<file path="config.mk">
export PLATFORM = sky130hd
export DESIGN_NAME = terminal_glyph_scheduler
export DESIGN_NICKNAME = d
export VERILOG_FILES = /design/src/rtl/term_pkg.sv /design/src/rtl/pixel_delay_pipe.sv /design/src/rtl/terminal_glyph_scheduler.sv
export SDC_FILE = /design/constraint.sdc
export NUM_CORES = 1
export LEC_CHECK = 0
export BUFFER_PORTS_ARGS = -buffer_cell sky130_fd_sc_hd__buf_2
export CORE_MARGIN = 5
export CORE_UTILIZATION = 30
export CTS_BUF_LIST = sky130_fd_sc_hd__clkbuf_16
export DETAILED_ROUTE_END_ITERATION = 16
export PLACE_DENSITY = 0.5
export SLEW_MARGIN = 25
export SYNTH_ARGS = -nofsm -noshare
export SYNTH_HDL_FRONTEND = slang
export SYNTH_SLANG_ARGS = --single-unit
</file>
<file path="constraint.sdc">
create_clock -name pixel_clk_in -period 18.2 [get_ports pixel_clk_in]
set_input_delay 5.46 -clock pixel_clk_in [delete_from_list [all_inputs] [get_ports pixel_clk_in]]
set_output_delay 5.46 -clock pixel_clk_in [all_outputs]
set_load 0.01 [all_outputs]
</file>
<file path="src/rtl/term_pkg.sv">
// term_pkg: shared geometry constants and the pipeline sideband record for
// terminal_glyph_scheduler.
package term_pkg;

   localparam int CHAR_W       = 20;
   localparam int CHAR_H       = 18;
   localparam int GRID_COLS    = 64;
   localparam int GRID_ROWS    = 40;
   localparam int GLYPH_PIXELS = CHAR_W * CHAR_H;
   localparam int NUM_GLYPHS   = 26;

   // Counter widths: col/row need one extra code for the saturated "out of grid" value.
   localparam int X_W   = 5;
   localparam int Y_W   = 5;
   localparam int COL_W = 7;
   localparam int ROW_W = 6;

   typedef struct packed {
      logic [10:0]    hcount;
      logic [9:0]     vcount;
      logic           active;
      logic           in_grid;
      logic           blank;
      logic [X_W-1:0] x_off;
      logic [Y_W-1:0] y_off;
      logic           cursor_hit;
   } sideband_t;

   localparam int SB_W = $bits(sideband_t);

endpackage

</file>
<file path="src/rtl/pixel_delay_pipe.sv">
// pixel_delay_pipe: DEPTH-stage register chain that carries pixel sideband
// alongside a ROM read so it lines up with the returned data.
module pixel_delay_pipe #(
   parameter int WIDTH = 1,
   parameter int DEPTH = 1
) (
   input  logic             clk,
   input  logic             rst,
   input  logic [WIDTH-1:0] d,
   output logic [WIDTH-1:0] q
);

   genvar gi;
   generate
      for (gi = 0; gi < DEPTH; gi++) begin : g_stage
         logic [WIDTH-1:0] data_reg;
         if (gi == 0) begin : g_first
            // First stage captures the incoming sideband.
            always_ff @(posedge clk or posedge rst) begin
               if (rst) data_reg <= '0;
               else     data_reg <= d;
            end
         end else begin : g_next
            // Later stages shift the previous stage along.
            always_ff @(posedge clk or posedge rst) begin
               if (rst) data_reg <= '0;
               else     data_reg <= g_stage[gi-1].data_reg;
            end
         end
      end
   endgenerate

   assign q = g_stage[DEPTH-1].data_reg;

endmodule

</file>
<file path="src/rtl/terminal_glyph_scheduler.sv">
// terminal_glyph_scheduler: walks the 64x40 character grid with counters and
// fetches char code -> glyph palette index -> RGB through shared ROMs, with
// the video sideband delayed to match (10-cycle fixed latency).
// Optional feature macro: CURSOR_EN (blinking inverted-colour cursor cell).
module terminal_glyph_scheduler #(
   parameter int CHAR_W       = term_pkg::CHAR_W,
   parameter int CHAR_H       = term_pkg::CHAR_H,
   parameter int GRID_COLS    = term_pkg::GRID_COLS,
   parameter int GRID_ROWS    = term_pkg::GRID_ROWS,
   parameter int NUM_GLYPHS   = term_pkg::NUM_GLYPHS,
   parameter int BLINK_FRAMES = 30
) (
   input  logic        pixel_clk_in,
   input  logic        rst_in,
   input  logic [10:0] hcount_in,
   input  logic [9:0]  vcount_in,
   input  logic        active_draw_in,
   output logic [11:0] char_addr_out,
   input  logic [4:0]  char_data_in,
   output logic [13:0] glyph_addr_out,
   input  logic [7:0]  glyph_data_in,
   output logic [7:0]  palette_addr_out,
   input  logic [23:0] palette_data_in,
`ifdef CURSOR_EN
   input  logic [5:0]  cursor_col_in,
   input  logic [5:0]  cursor_row_in,
`endif
   output logic [7:0]  red_out,
   output logic [7:0]  green_out,
   output logic [7:0]  blue_out,
   output logic [10:0] hcount_out,
   output logic [9:0]  vcount_out,
   output logic        active_draw_out
);
   import term_pkg::*;

   localparam int GLYPH_SIZE = CHAR_W * CHAR_H;

   logic [X_W-1:0]   x_off_reg, x_off_next;
   logic [COL_W-1:0] col_reg, col_next;
   logic [Y_W-1:0]   y_off_reg, y_off_next;
   logic [ROW_W-1:0] row_reg, row_next;
   logic             synced_reg, synced_next;
   logic             line_start, frame_start;
   logic             blink_phase_next;
   sideband_t        sb0, sb3, sb3_tagged, sb6, sb9;
   logic [23:0]      rgb_next;

   assign line_start  = (hcount_in == '0);
   assign frame_start = line_start && (vcount_in == '0);

   // Position of the current pixel: derived from the previous pixel's counters.
   always_comb begin
      x_off_next = x_off_reg;
      col_next   = col_reg;
      y_off_next = y_off_reg;
      row_next   = row_reg;
      if (line_start) begin
         x_off_next = '0;
         col_next   = '0;
         if (vcount_in == '0) begin
            y_off_next = '0;
            row_next   = '0;
         end else if (y_off_reg == Y_W'(CHAR_H - 1)) begin
            y_off_next = '0;
            if (row_reg != ROW_W'(GRID_ROWS)) row_next = row_reg + 1'b1;
         end else begin
            y_off_next = y_off_reg + 1'b1;
         end
      end else if (x_off_reg == X_W'(CHAR_W - 1)) begin
         x_off_next = '0;
         if (col_reg != COL_W'(GRID_COLS)) col_next = col_reg + 1'b1;
      end else begin
         x_off_next = x_off_reg + 1'b1;
      end
      // Until a line start is seen after reset the counters mean nothing.
      synced_next = synced_reg | line_start;
   end

`ifdef CURSOR_EN
   logic [15:0] frame_cnt_reg, frame_cnt_next;
   logic        blink_phase_reg;

   // Frame counter runs 1..BLINK_FRAMES; each wrap flips the blink phase.
   always_comb begin
      frame_cnt_next   = frame_cnt_reg;
      blink_phase_next = blink_phase_reg;
      if (frame_start) begin
         if (frame_cnt_reg == 16'(BLINK_FRAMES)) begin
            frame_cnt_next   = 16'd1;
            blink_phase_next = ~blink_phase_reg;
         end else begin
            frame_cnt_next = frame_cnt_reg + 16'd1;
         end
      end
   end

   // Blink state registers.
   always_ff @(posedge pixel_clk_in or posedge rst_in) begin
      if (rst_in) begin
         frame_cnt_reg   <= '0;
         blink_phase_reg <= 1'b0;
      end else begin
         frame_cnt_reg   <= frame_cnt_next;
         blink_phase_reg <= blink_phase_next;
      end
   end
`else
   logic unused_cfg;
   assign blink_phase_next = 1'b0;
   assign unused_cfg       = (BLINK_FRAMES == 0) ^ frame_start;
`endif

   // Sideband record for the pixel being sampled this cycle.
   always_comb begin
      sb0         = '0;
      sb0.hcount  = hcount_in;
      sb0.vcount  = vcount_in;
      sb0.active  = active_draw_in;
      sb0.in_grid = synced_next && active_draw_in &&
                    (int'(col_next) < GRID_COLS) && (int'(row_next) < GRID_ROWS);
      sb0.x_off   = x_off_next;
      sb0.y_off   = y_off_next;
`ifdef CURSOR_EN
      sb0.cursor_hit = blink_phase_next && (row_next == cursor_row_in) &&
                       (col_next == {1'b0, cursor_col_in});
`endif
   end

   // Counters and the character buffer address (cycle 1).
   always_ff @(posedge pixel_clk_in or posedge rst_in) begin
      if (rst_in) begin
         x_off_reg     <= '0;
         col_reg       <= '0;
         y_off_reg     <= '0;
         row_reg       <= '0;
         synced_reg    <= 1'b0;
         char_addr_out <= '0;
      end else begin
         x_off_reg     <= x_off_next;
         col_reg       <= col_next;
         y_off_reg     <= y_off_next;
         row_reg       <= row_next;
         synced_reg    <= synced_next;
         char_addr_out <= 12'(int'(row_next) * GRID_COLS + int'(col_next));
      end
   end

   pixel_delay_pipe #(.WIDTH(SB_W), .DEPTH(3)) u_pipe_char (
      .clk(pixel_clk_in), .rst(rst_in), .d(sb0), .q(sb3)
   );

   // Tag out-of-range codes as blank once the character code arrives.
   always_comb begin
      sb3_tagged       = sb3;
      sb3_tagged.blank = (int'(char_data_in) >= NUM_GLYPHS);
   end

   // Glyph ROM address (cycle 4); blank codes park the address at 0.
   always_ff @(posedge pixel_clk_in or posedge rst_in) begin
      if (rst_in)                glyph_addr_out <= '0;
      else if (sb3_tagged.blank) glyph_addr_out <= '0;
      else glyph_addr_out <= 14'(int'(char_data_in) * GLYPH_SIZE +
                                 int'(sb3.y_off) * CHAR_W + int'(sb3.x_off));
   end

   pixel_delay_pipe #(.WIDTH(SB_W), .DEPTH(3)) u_pipe_glyph (
      .clk(pixel_clk_in), .rst(rst_in), .d(sb3_tagged), .q(sb6)
   );

   // Palette ROM address (cycle 7).
   always_ff @(posedge pixel_clk_in or posedge rst_in) begin
      if (rst_in) palette_addr_out <= '0;
      else        palette_addr_out <= glyph_data_in;
   end

   pixel_delay_pipe #(.WIDTH(SB_W), .DEPTH(3)) u_pipe_palette (
      .clk(pixel_clk_in), .rst(rst_in), .d(sb6), .q(sb9)
   );

   // Final colour: black outside the grid or for blank cells, cursor inverts.
   always_comb begin
      rgb_next = 24'd0;
      if (sb9.in_grid && !sb9.blank) rgb_next = palette_data_in;
`ifdef CURSOR_EN
      if (sb9.in_grid && sb9.cursor_hit) rgb_next = ~rgb_next;
`endif
   end

   // Registered colour and aligned sideband (cycle 10).
   always_ff @(posedge pixel_clk_in or posedge rst_in) begin
      if (rst_in) begin
         red_out         <= '0;
         green_out       <= '0;
         blue_out        <= '0;
         hcount_out      <= '0;
         vcount_out      <= '0;
         active_draw_out <= 1'b0;
      end else begin
         red_out         <= rgb_next[23:16];
         green_out       <= rgb_next[15:8];
         blue_out        <= rgb_next[7:0];
         hcount_out      <= sb9.hcount;
         vcount_out      <= sb9.vcount;
         active_draw_out <= sb9.active;
      end
   end

   logic unused_bits;
   assign unused_bits = ^{sb3.blank, sb9.x_off, sb9.y_off, sb9.cursor_hit};

endmodule

</file>
* Word-level counts from Yosys, hierarchy flattened
Cells that the tools add are included.
** Word-level totals
- Flip-flop bits (word level) :: 407
- Bits of input ports :: 61
- Output and inout bits :: 80
- Logic and storage cells :: 61
** Operators by class
- Add/subtract/negate cells :: 7
- Multipliers :: 2
- Magnitude comparators :: 3
- Equal/unequal tests :: 4
- Mux-type cells :: 14
- Bitwise operators :: 1
- Reductions and logical operators :: 7
** Operators by type and width (count)
- $mux W5 :: 5
- $mux W24 :: 1
- $mux W6 :: 4
- $mux W7 :: 3
- $add A14 B10 Y14 :: 1
- $add A14 B5 Y14 :: 1
- $mux W14 :: 1
- $add A12 B7 Y12 :: 1
- $logic_not A11 Y1 :: 1
- $mul A5 B6 Y11 const B :: 1
- $add A5 B1 Y5 const B :: 2
- $eq A5 B5 Y1 const B :: 2
- $logic_not A10 Y1 :: 1
- $mul A5 B3 Y8 const B :: 1
- $add A7 B1 Y7 const B :: 1
- $lt A7 B7 Y1 const B :: 1
- $ne A7 B7 Y1 const B :: 1
- $add A6 B1 Y6 const B :: 1
- $lt A6 B6 Y1 const B :: 1
- $ne A6 B6 Y1 const B :: 1
- $ge A5 B5 Y1 const B :: 1
- $logic_and A1 B1 Y1 :: 4
- $logic_not A1 Y1 :: 1
- $or A1 B1 Y1 :: 1

* Longest topological paths before layout
- Word-level depth :: 7
- Gate-level depth with buffers :: 16

* Hierarchy
A second synthesis with hierarchy kept.
** Unflattened totals
- Cells, all modules :: 727
- Area, all modules :: 12749.7 um2
** Modules (own cells, without submodules)
- pixel_delay_pipe :: instances 3, cells an instance 106, area each 2631.3 um2, seq. area each 2627.5 um2
- terminal_glyph_scheduler :: instances 1, cells an instance 409, area each 4855.9 um2, seq. area each 2452.4 um2

* Worst setup path before layout
OpenSTA, ideal clock, no wires.
- Kind :: input port to flip-flop
- From :: input port char_data_in[2]
- To :: register glyph_addr_out[13]
- Setup time :: 0.078 ns
- Arrival :: 8.956 ns
- Required time :: 18.122 ns
- Setup slack :: 9.166 ns
- Stages :: 15
- Path buffers :: 0
- Cells stage by stage :: inv_1 -> ha_1 -> inv_1 -> ha_1 -> fa_1 -> ha_1 -> a21oi_1 -> xnor2_1 -> ha_1 -> ha_1 -> or4_1 -> a21oi_1 -> nor4b_4 -> or3_1 -> a21oi_1
** Between the ends
- Cells in the longest elaborated chain, start to end :: 4
** Ends and longest elaborated chain
- start, declared :: RTL line terminal_glyph_scheduler.sv:19 : input logic [4:0] char_data_in,
- $mul A5 B6 Y11 :: RTL line terminal_glyph_scheduler.sv:163 : else glyph_addr_out <= 14'(int'(char_data_in) * GLYPH_SIZE +
- $add A14 B10 Y14 :: RTL line terminal_glyph_scheduler.sv:163
- $add A14 B5 Y14 :: RTL line terminal_glyph_scheduler.sv:164 : int'(sb3.y_off) * CHAR_W + int'(sb3.x_off));
- $mux W14 * :: RTL line terminal_glyph_scheduler.sv:162 : else if (sb3_tagged.blank) glyph_addr_out <= '0;
- end signal, assigned :: RTL line terminal_glyph_scheduler.sv:163
- end, declared :: RTL line terminal_glyph_scheduler.sv:20 : output logic [13:0] glyph_addr_out,
Mark *: on every way between the ends. The rest lies on a longest branch, timed or not.

* Final worst setup path
Ends and elaborated chain as after synthesis.

==> run_results.csv <==
group,metric,value,unit
yosys,yosysSeqAreaShare,78.05,%
die,die_area,0.03924,mm²
timing,skew,9.660,ps
drt,ant_nets,0,
final_layout,drive_gt1_share,25.15,%
global_route,grt_pass1_vias,5560,
yosys,yosys-top-cells-area,"dfrtp_1 78%, ha_1 6.1%, and2_1 1.4%",
drt,drtIter0Drc,191,
worst_setup_path,critical_path_class,"in -> reg",
placed_design,globalplace.congestion,0.7754,
min_path,min_path_type,"reg -> reg",
cts,path_clk_slew,60,ps
yosys,syn_inst,647,
yosys,yosysTopAreaCellShare,78.05,%
power_and_ir_drop,vdd_drop_max,0.00006464,V
yosys,ys_ff_latch,331,
global_route,grt_pass1_wl,29.12,mm
timing,hold_ws,342.6,ps
final_layout,largest_reg_flops,58,
cts,root_buffer,"clkbuf_16",
die,ios,141,
cts,clock_latency,510,ps
timing,tightest_slew,865.7,ps
yosys,synth-edff-count,0,
cts,clockBufferDepth,3,
timing,maxSlewHeadroom,42.29,%
die,die_h,198.1,µm
placed_design,hpwlAfterDp,11.31,mm
global_route,grt-ovfl-total,0,
placed_design,port_buffers,140,
job,drv_cap,0,
drt,via_count,5173,
worst_setup_path,worstSetupEndpointType,"flip-flop",
worst_setup_path,crit_required,18620,ps
cts,cts_resized,0,
timing,final_hold_viol_count,0,
worst_setup_path,cp_max_fo,5,
final_layout,fin_nets,938,
timing,fin_setup_tns,0,ps
cts,cts_htree_levels,2,
yosys,syn_nets,767,
power_and_ir_drop,cellPowerDensity,135.6,mW/mm²
yosys,avgSynthCellArea,16.40,µm²
die,fp-row-count,68,
timing,finalCritPeriodShare,48.89,%
global_route,antenna_found_initial,1,
yosys,synth_area,0.01061,mm²
timing,final-setup-viol-count,0,
drt,routed_wl,17.43,mm
global_route,track_usage,9.035,%
cts,holdBufCountCts,0,
global_route,grt_max_degree,107,
die,coreArea,0.03471,mm²
die,die_x,198.1,µm
worst_setup_path,startpoint_type,"input port",
cts,cts_tree,"built",
worst_setup_path,arrival,9320,ps
cts,postCtsSetupBuffers,0,
cts,cts_buffers,38,
timing,rsz0062_at_grt,"false",
yosys,yosysMostFrequentCell,"dfrtp_1",
yosys,synthArstFlopShare,100.0,%
yosys,yosys-top-cells-count,"331 x dfrtp_1, 52 x ha_1, 25 x inv_1, 25 x nor2_1, 24 x and2_1",
power_and_ir_drop,p_leak,6.340,nW
timing,drv_slew,0,
cts,cts.sinks,331,
yosys,ys_warn_count,0,
run_status,status,"completed",
die,start_util,30.57,%
yosys,synth_ff_type,"dfrtp_1",
timing,layout_min_cycle_time,8897,ps
yosys,yosysTopAreaCell,"dfrtp_1",
final_layout,area_growth,23.85,%
drt,vias_per_cell,3.970,
drt,detail_route.wl_per_cell,13.38,µm
yosys,ys_types,56,
worst_setup_path,r2r_slack,14530,ps
drt,first_pass_iters,4,
drt,drc_errors,0,
timing,fmax,112.4,MHz
## final timing paths
| check | from | to | cells past startpoint |
|---|---|---|---|
| worst max register to register | u_pipe_char.q[2] | glyph_addr_out[13] | 12 |
| worst min-delay path | u_pipe_char.g_stage[1].data_reg[15] | u_pipe_char.q[15] | 0 |
| worst min register to register | u_pipe_char.g_stage[1].data_reg[15] | u_pipe_char.q[15] | 0 |
| min in group asynchronous | rst_in | palette_addr_out[4] | 2 |
| max in group asynchronous | rst_in | u_pipe_char.g_stage[1].data_reg[22] | 3 |
| worst max-delay path | char_data_in[2] | glyph_addr_out[13] | 16 |
## kinds of logic after synthesis
group	after synthesis	synth area share (%)
compound gates	67	3.973
buf+inv	37	1.533
mux	2	0.1886
fa+ha+maj	59	7.451
flops	331	78.05
xor+xnor	22	1.816
simple gates	129	6.991
## area by class of cell
cell class                 count  area, µm²
antenna                        1      2.502
inverter                      25      101.3
clock inverter                31      334.1
timing repair buffer         143      730.7
clock buffer                  38      950.9
multi-input combinational    279       2172
fill                        3300      21570
tap                          455      569.3
sequential                   331       8283
## power breakdown
part	switching (mW)	internal (mW)	leakage (nW)
registers	0.0290	0.798	3.99
logic	0.112	0.0810	1.71
clock network	0.292	0.470	0.637
## stage by stage
stage,worst slack (ps),util [%],instance area (µm²),power [mW],cells
floorplan,3572,-,10610,0.9705,647
global placement,8854,34.12,11840,1.032,1233
detailed placement,8781,34.13,11850,1.037,1233
CTS,9298,37.83,13130,1.819,1302
global route,9085,37.86,13140,1.879,1302
finish,9303,37.86,13140,1.782,1303
## cells in the final DEF, fill, tap and decap left out, drive strengths merged, types with 8 or more instances in the layout
cell | Yosys | final
dfrtp | 331 | 331
buf | 7 | 143
ha | 52 | 52
clkbuf | 5 | 38
inv | 25 | 34
nor2 | 25 | 25
and2 | 24 | 24
nand2 | 19 | 19
o21ai | 19 | 19
a21oi | 18 | 18
clkinv | 0 | 13
xor2 | 11 | 11
xnor2 | 11 | 11
nand3 | 8 | 8
nand2b | 8 | 8
nor2b | 8 | 8
a21o | 8 | 8
## routing by layer
layer,part of all wire [%],GRT usage (%),vias up
met2,43,13.24,148
met3,7.3,2.603,34
met4,2.3,3.162,2
li1,-,-,2505
met1,47,12.90,2484
met5,0.040,0,-
## critical path, cell delays in order
cell and delay, ps:
buf_2 140, inv_1 50, ha_1 270, inv_1 40
ha_1 290, fa_1 460, ha_1 350, a21oi_1 180
xnor2_1 140, ha_1 250, ha_1 230, or4_1 550
a21oi_1 300, nor4b_4 80, or3_1 390, a21oi_1 160
(Power assumes the default switching activity.)
